$ cat src/rtl/sipo_frame_ctrl.sv
// sipo_frame_ctrl: frame controller for a serial-in, parallel-out shift register.
// Qualifies serial bits (MSB first), detects frame start, counts to DATA_WIDTH,
// and presents each completed word on a valid/ready handshake.
//
// Optional feature macro: SIPO_FRAME_PARITY_EN
//   defined   : an even-parity bit follows the W data bits; parity_err is held with dout.
//   undefined : completion on the W-th data bit; parity_err tied to 0.
//
// Ports:
//   clk         in   clock, all state changes on posedge
//   resetn      in   asynchronous active-low reset
//   din         in   serial data bit, MSB first
//   din_en      in   din valid this cycle
//   start       in   frame start (honoured only with din_en)
//   dout        out  held parallel word
//   dout_valid  out  dout holds an unconsumed word
//   dout_ready  in   consumer accepts dout when dout_valid
//   busy        out  frame in progress
//   overrun     out  one-cycle pulse, a completed word was dropped
//   parity_err  out  parity result for the held word
module sipo_frame_ctrl #(
  parameter int unsigned DATA_WIDTH = 16
) (
  input  logic                  clk,
  input  logic                  resetn,
  input  logic                  din,
  input  logic                  din_en,
  input  logic                  start,
  output logic [DATA_WIDTH-1:0] dout,
  output logic                  dout_valid,
  input  logic                  dout_ready,
  output logic                  busy,
  output logic                  overrun,
  output logic                  parity_err
);

  localparam int unsigned W  = DATA_WIDTH;
  localparam int unsigned CW = $clog2(DATA_WIDTH + 1);

  typedef enum logic [1:0] {
    IDLE   = 2'd0,
    SHIFT  = 2'd1
`ifdef SIPO_FRAME_PARITY_EN
    ,PARITY = 2'd2
`endif
  } state_t;

  state_t          state_q, state_d;
  logic [W-1:0]    shreg_q, shreg_d;
  logic [CW-1:0]   cnt_q, cnt_d;
  logic [W-1:0]    dout_d;
  logic            valid_d;
  logic            busy_d;
  logic            overrun_d;
  logic            perr_d;

  logic            data_acc;
  logic [W-1:0]    word_n;
  logic [CW-1:0]   cnt_n;
  logic            load;
  logic [W-1:0]    load_word;
  logic            load_perr;
  logic [W-1:0]    shifted;

  // Shift without slicing so that W==1 stays legal: keep the low W bits of {shreg, din}.
  assign shifted = W'({shreg_q, din});

  // Register bank: FSM state, datapath and all outputs.
  always_ff @(posedge clk or negedge resetn) begin
    if (!resetn) begin
      state_q    <= IDLE;
      shreg_q    <= '0;
      cnt_q      <= '0;
      dout       <= '0;
      dout_valid <= 1'b0;
      busy       <= 1'b0;
      overrun    <= 1'b0;
      parity_err <= 1'b0;
    end else begin
      state_q    <= state_d;
      shreg_q    <= shreg_d;
      cnt_q      <= cnt_d;
      dout       <= dout_d;
      dout_valid <= valid_d;
      busy       <= busy_d;
      overrun    <= overrun_d;
      parity_err <= perr_d;
    end
  end

  // Next-state, datapath and output logic.
  always_comb begin
    state_d   = state_q;
    shreg_d   = shreg_q;
    cnt_d     = cnt_q;
    dout_d    = dout;
    valid_d   = dout_valid & ~dout_ready;
    overrun_d = 1'b0;
    perr_d    = parity_err;
    data_acc  = 1'b0;
    word_n    = shifted;
    cnt_n     = cnt_q + CW'(1);
    load      = 1'b0;
    load_word = shreg_q;
    load_perr = 1'b0;

    // start with din_en always (re)starts a frame; that bit is data bit 0.
    if (din_en) begin
      if (start) begin
        data_acc = 1'b1;
        word_n   = W'(din);
        cnt_n    = CW'(1);
      end else if (state_q == SHIFT) begin
        data_acc = 1'b1;
      end
`ifdef SIPO_FRAME_PARITY_EN
      else if (state_q == PARITY) begin
        load      = 1'b1;
        load_word = shreg_q;
        load_perr = ^{shreg_q, din};
      end
`endif
    end

    if (data_acc) begin
      shreg_d = word_n;
      cnt_d   = cnt_n;
      state_d = SHIFT;
      if (cnt_n == CW'(W)) begin
`ifdef SIPO_FRAME_PARITY_EN
        state_d = PARITY;
`else
        load      = 1'b1;
        load_word = word_n;
`endif
      end
    end

    // Completion: hand the word to the holding register or drop it on overrun.
    if (load) begin
      state_d = IDLE;
      cnt_d   = '0;
      if (dout_valid && !dout_ready) begin
        overrun_d = 1'b1;
      end else begin
        dout_d  = load_word;
        valid_d = 1'b1;
        perr_d  = load_perr;
      end
    end

    busy_d = (state_d != IDLE);
  end

endmodule
$ cat config.mk
export PLATFORM = sky130hd
export DESIGN_NAME = sipo_frame_ctrl
export DESIGN_NICKNAME = d
export VERILOG_FILES = /design/src/rtl/sipo_frame_ctrl.sv
export SDC_FILE = /design/constraint.sdc
export NUM_CORES = 1
export LEC_CHECK = 0
export CELL_PAD_IN_SITES_DETAIL_PLACEMENT = 1
export CELL_PAD_IN_SITES_GLOBAL_PLACEMENT = 2
export CORE_MARGIN = 3
export CORE_UTILIZATION = 38
export CTS_CLUSTER_DIAMETER = 80
export DETAILED_ROUTE_END_ITERATION = 16
export PLACE_DENSITY = 0.89
export SETUP_SLACK_MARGIN = 0.05
export SYNTH_ARGS = -nofsm -noshare
export SYNTH_HDL_FRONTEND = slang
export SYNTH_SLANG_ARGS = --single-unit
$ cat constraint.sdc
create_clock -name clk -period 4.1 [get_ports clk]
set_clock_uncertainty 0.1 [all_clocks]
set_input_delay 1.025 -clock clk [delete_from_list [all_inputs] [get_ports clk]]
set_output_delay 1.025 -clock clk [all_outputs]
set_load 0.01 [all_outputs]
==> results of run 1 <==
power groups by stage:
stage	Clock (mW)	Combinational [mW]	Sequential (mW)
after global routing	0.362	0.0582	0.425
after detailed placement	0	0.0523	0.431
after global placement	0	0.0493	0.430
after CTS	0.343	0.0525	0.423
final	0.332	0.0510	0.423
after floorplan	0	0.0303	0.429
worst min-delay path, cell delays in order (launching register included):
cell and delay [ns]:
dfrtp_1 0.38, inv_1 0.05, mux2i_1 0.06
worst max path at each step:
stage | endpoint | cells after the start
after floorplan | dout[10]$_DFFE_PN0P_ | 5
after global placement | dout[0]$_DFFE_PN0P_ | 6
after detailed placement | dout[0]$_DFFE_PN0P_ | 6
after CTS | dout[0]$_DFFE_PN0P_ | 6
after global routing | dout[0]$_DFFE_PN0P_ | 6
final | dout[0]$_DFFE_PN0P_ | 6
flip-flops by register name, indices dropped and copies added, names as in the netlist:
signal / flops
busy: 1
cnt_q: 5
shreg_q: 15
overrun: 1
dout: 16
dout_valid: 1
state_q: 2
cell families (layout without fill, tap and decap cells):
logic type      count (synthesis)  after routing  share of synthesized area [%]
compound gates                 24             24                           10.9
buf+inv                        22             49                           5.53
fa+ha+maj                       1              1                          0.728
simple gates                   33             33                           10.2
other cells                     1              1                          0.218
mux                            19             19                           11.3
xor+xnor                        2              2                           1.46
flops                          41             41                           59.7
placed cells by master, fill, tap and decap left out, types with 2 or more instances in the layout:
cell,n
a22o_1,16
buf_4,2
nand2_1,20
nand3_1,3
nand2b_1,2
and2_1,2
inv_1,15
mux2_2,3
clkdlybuf4s50_1,23
a21oi_1,2
clkbuf_8,6
nor2b_1,2
mux2i_1,16
o21ai_0,2
dfrtp_1,41
final cells by class:
class | count | area share [%]
clock buffers | 7 | 4.09
flip-flops and latches | 41 | 48.6
multi-input cells | 80 | 28.4
inverters | 15 | 2.67
repair buffers | 26 | 11.9
clock inverters | 1 | 1.42
well taps | 50 | 2.97
layer usage:
layer | share of wire [%] | vias up | GRT usage (%)
met5 | 0 | - | 0
met4 | 1.3 | 0 | 6.76
met3 | 4.8 | 5 | 3.97
met2 | 50 | 26 | 23.8
met1 | 44 | 564 | 18.6
li1 | - | 531 | -
Yosys cell counts, drive strengths merged:
library cell / instances
nand3: 3
inv: 15
ha: 1
conb: 1
nand4: 1
o31ai: 1
a21boi: 1
a21o: 1
xnor2: 1
nand2: 20
a21oi: 2
o21ai: 3
and2: 2
clkbuf: 4
mux2i: 16
a22o: 16
xor2: 1
nor2: 1
mux2: 3
dfrtp: 41
and4bb: 1
buf: 3
and4b: 1
nor2b: 2
nand2b: 2
metrics by stage:
stage	instances	hold WS [ns]	setup slack, ns
CTS	220	0.428	1.02
floorplan	143	0.373	1.86
finish	220	0.423	1.05
global route	220	0.451	0.938
detailed placement	212	0.406	0.733
global placement	212	0.393	0.820
==> summary.txt, run 1 <==
Power and ir drop
  – Max VDD drop: 178 uV
  – Pleak: 1.10 nW
  – P per Cell Area: 382 mW/mm^2
  – Reg power frac: 52.5%
  – Clock network fraction of design power: 41.2%
  – Gate power share: under 10%
  – Switching power: ~0.17 mW
  – Sw Share: 21.5%
  – Internal power: 0.633 mW
  – Total power: 0.807 mW

Critical path
  – CP Cell Sequence: clkdlybuf4s50_1 -> and4bb_1 -> buf_4 -> and4b_1 -> nand4_4 -> mux2_2
  – Crit path DAT: 3.12 ns
  – CP Launch Type: input pin
  – Critical path's top delay family: simple AND/OR/NAND/NOR gates
  – CP Launch Point: start
  – Worst Path Max Fanout: 19
  – CP peak stage delay: 0.49 ns
  – FF-to-FF End: dout[0]$_DFFE_PN0P_
  – Reg2Reg Launch Point: state_q[1]$_DFF_PN0_
  – Critical Path RT: around 4.2 ns
  – CP Capture Type: flop
  – Cell depth of the worst flop-to-flop path: 5
  – Worst path slowest cell: clkdlybuf4s50_1
  – Buffers & Inverters on Critical Path: 2
  – Critical path class: input pin to flop
  – Reg2reg setup slack: between 1.5 and 2 ns

Detailed routing
  – Drt via density: approximately 5.1
  – Routed wire per std cell: about 15 microns
  – First-pass iteration count of the detailed router: 4
  – WL final: 3320 microns
  – Drt initial violations: 55
  – Detail Route Antenna Nets: 0
  – DR vias: 1126
  – Residual DRC: 0

Min path
  – Hold_sp: dout[9]$_DFFE_PN0P_
  – Hold-critical path depth: 2
  – Hold WC Path Type: flop to flop
  – Min-Delay Endpoint: dout[9]$_DFFE_PN0P_

Placed design
  – Port buffer count: 24
  – Cell Area, Placed: 0.00199 sq mm
  – Detailed placement HPWL: approximately 2300 microns
  – RD Place Congestion: ~0.72

Final layout
  – Ratio of cells with drive above 1 in the final layout: 8.82%
  – Fillers: 439
  – Register area: 0.00103 sq mm
  – Fin area: around 0.0021 sq mm
  – Area of the multi-input gates: around 600 sq um
  – Antenna cells: 0
  – P&R area growth vs syn: 22.7%
  – Finished Core Util: 50.6%
  – Final-stage net count: 176

Clock network
  – Htree depth: 2
  – Clock Pin Slew Worst Setup and Hold Paths: 0.08 ns
  – Worst-Skew Late Latency: 0.28 ns
  – Clock Sink Count: 41
  – Max clock buf depth: 2
  – Hold_buf cts: 0
  – Post-cts resize count: 0
  – Num CTS Buffers: 5
  – CTS Root Cell: clkbuf_8
  – CTS tree: built
  – Post-CTS Setup Bufs: 0

Synth
  – Mapped Nets: 150
  – Total number of yosys warnings: 0
  – Synth unique cells: 27
  – Register area share after synthesis: 59.7%
  – Synth area leaders: dfrtp_1 60%, mux2i_1 9.3%, a22o_1 8.2%, nand2_1 4.4%, inv_1 3.3%
  – Mapped Avg Cell Area: 12.0 sq um
  – Synthesized flop and latch total: approximately 40
  – Post-synth top area share: 59.7%
  – Synth area leader: dfrtp_1
  – Cell area after synthesis: 0.00172 sq mm
  – Post-Syn Instances: 143

Global route
  – GRT Util Overall: about 15%
  – Largest net degree at the start of global routing: 42
  – First-pass GRT wire length: 6060 microns
  – Grt ovf: 0
  – Initial antenna violation count: 0
  – Vias in the first global route: 1287

Floorplan
  – Core area: 0.00417 sq mm
  – Initial Util: 41.2%
  – Die area: 0.00537 sq mm
  – Die Y: 73.3 microns
  – IO Pins: 26
  – Die width: ~73 microns
  – Rows: 23

STA
  – Max Slew Vio Count: 0
  – Slew HR: 39.3%
  – Crit share post-route: 74.4%
  – Worst-Margin Slew: 0.911 ns
  – Final setup fails: 0
  – Max Freq: 328 MHz
  – Setup_tns: 0 ns
  – Fin crit period: 3.05 ns
  – RSZ-0062 raised after global routing: false
  – Hold Violations, Final: 0

Flow run
  – Max-cap check violation count: 0

Status
  – Status: finished, final reports clean
Power figures use the tool's default switching activity.
==> inputs of run 2 (changes only) <==
Settings changed: CORE_UTILIZATION 38 to 35, PLACE_DENSITY 0.89 to 0.83.
Clock period 4.1 ns to 3.1 ns, I/O delays scaled along.
==> summary.txt, run 2 (synthesized netlist as in run 1, its figures left out) <==
Critical path
  – CP Launch Type: input pin
  – Cell depth of the worst flop-to-flop path: 6
  – Crit path DAT: ~2.4 ns
  – CP peak stage delay: 0.55 ns
  – Reg2reg setup slack: 1.12 ns
  – Buffers & Inverters on Critical Path: 2
  – CP Launch Point: din_en
  – Worst Path Max Fanout: 15
  – Reg2Reg Launch Point: cnt_q[0]$_DFFE_PN0P_
  – Critical path's top delay family: buffers and inverters
  – Critical path class: input pin to flop
  – FF-to-FF End: dout[2]$_DFFE_PN0P_
  – Worst path slowest cell: clkdlybuf4s50_1
  – Critical Path RT: 3.20 ns
  – CP Capture Type: flop
  – CP Cell Sequence: clkdlybuf4s50_1 -> and4bb_1 -> and4b_1 -> nand4_4 -> buf_4 -> mux2i_1
  – Critical path depth in cells: 6

Floorplan
  – IO Pins: 26
  – Core area: roughly 0.0045 sq mm
  – Rows: 24
  – Die width: 76.1 microns
  – Initial Util: 37.9%
  – Die area: 0.00579 sq mm
  – Die Y: approximately 76 microns

Min path
  – Hold_sp: dout[0]$_DFFE_PN0P_
  – Hold WC Path Type: flop to flop
  – Hold-critical path depth: 1
  – Min-Delay Endpoint: dout[0]$_DFFE_PN0P_

Detailed routing
  – Routed wire per std cell: 15.0 microns
  – Residual DRC: 0
  – First-pass iteration count of the detailed router: 2
  – WL final: around 3600 microns
  – Drt initial violations: 47
  – Drt via density: 4.87
  – DR vias: 1155
  – Detail Route Antenna Nets: 0

Placed design
  – Cell Area, Placed: 0.00203 sq mm
  – Detailed placement HPWL: 2540 microns
  – DP Worst Slack: 0.465 ns
  – Dpl cells: roughly 230
  – Port buffer count: 24
  – RD Place Congestion: 0.759

Clock network
  – Clock Sink Count: 41
  – Post-CTS Setup Bufs: 0
  – CTS tree: built
  – Post-cts resize count: 0
  – Num CTS Buffers: 5
  – Htree depth: 2
  – Worst-Skew Late Latency: 0.29 ns
  – Hold_buf cts: 0
  – Clock Pin Slew Worst Setup and Hold Paths: around 0.080 ns
  – Max clock buf depth: 2
  – CTS Root Cell: clkbuf_8

Global route
  – Initial antenna violation count: 0
  – Largest net degree at the start of global routing: 42
  – Grt ovf: 0
  – First-pass GRT wire length: 6400 microns
  – Vias in the first global route: 1317
  – GRT Util Overall: 13.8%

Final layout
  – Biggest register: dout
  – P&R area growth vs syn: 24.7%
  – Layout Cells excl Fill: 237
  – Antenna cells: 0
  – Max FFs per register: 16
  – Commonest non-fill, non-tap cell in the layout: dfrtp_1
  – Fin area: 0.00214 sq mm
  – Ratio of cells with drive above 1 in the final layout: between 9 and 10%
  – Final-stage net count: between 150 and 200
  – Most frequent cells in the layout: 41 x dfrtp_1, 23 x clkdlybuf4s50_1, 20 x nand2_1
  – Largest registers: dout: 16 flops, shreg_q: 15 flops, cnt_q: 5 flops
  – Fillers: 482

STA
  – Fin worst setup slack: 0.779 ns
  – Hold Violations, Final: 0
  – Final setup fails: 0
  – Fin crit period: 2.32 ns
  – RSZ-0062 raised after global routing: false
  – Max Slew Vio Count: 0
  – Max Freq: around 430 MHz
  – Crit share post-route: between 70% and 80%
  – Worst-Margin Slew: 0.899 ns
  – Slew HR: 40.0%
  – Setup_tns: 0 ns

Status
  – Status: finished, final reports clean

Flow run
  – Max-cap check violation count: 0

Power and ir drop
  – Max VDD drop: 239 uV
  – Pleak: 1.11 nW
  – P per Cell Area: 501 mW/mm^2
==> run 2: worst reg2reg max path: stages, from the launching register on <==
cell	delay (ns)
dfrtp_1	0.42
ha_1	0.27
nand3_1	0.11
mux2_2	0.38
nand4_4	0.08
buf_4	0.27
mux2i_1	0.26
==> run 2: per-stage QoR <==
step	util (%)	hold slack [ns]	power, mW
after floorplan	-	0.373	0.607
after global placement	44.7	0.392	0.637
after detailed placement	44.7	0.403	0.641
after CTS	47.3	0.424	1.09
after global routing	47.3	0.452	1.13
final	47.3	0.424	1.07
==> run 2: power breakdown <==
| group | switching (mW) | internal (mW) |
|---|---|---|
| clock | 0.183 | 0.263 |
| sequential | 0.0122 | 0.547 |
| combinational | 0.0412 | 0.0287 |
==> run 2: how the worst max path moves through the flow <==
stage,to,slack [ns]
after floorplan,dout[10]$_DFFE_PN0P_,1.11
after global placement,dout[2]$_DFFE_PN0P_,0.55
after detailed placement,dout[7]$_DFFE_PN0P_,0.46
after CTS,dout[2]$_DFFE_PN0P_,0.77
after global routing,dout[2]$_DFFE_PN0P_,0.67
final,dout[2]$_DFFE_PN0P_,0.78
==> run 2: layout make-up <==
| cell class | instances | area [sq um] | area share (%) |
|---|---|---|---|
| flip-flops and latches | 41 | 1030 | 47.9 |
| inverters | 15 | 56.3 | 2.63 |
| multi-input cells | 80 | 598 | 27.9 |
| clock inverters | 1 | 30.0 | 1.40 |
| well taps | 65 | 81.3 | 3.79 |
| repair buffers | 28 | 265 | 12.4 |
| clock buffers | 7 | 86.3 | 4.03 |
==> run 2: layer usage <==
layer	GRT usage (%)	vias to the layer above	routed length (microns)	part of all wire, %
li1	-	534	-	-
met3	5.44	8	202	5.7
met2	23.5	28	1820	51
met4	4.35	0	61	1.7
met1	16.1	585	1480	41
met5	0	-	0	0
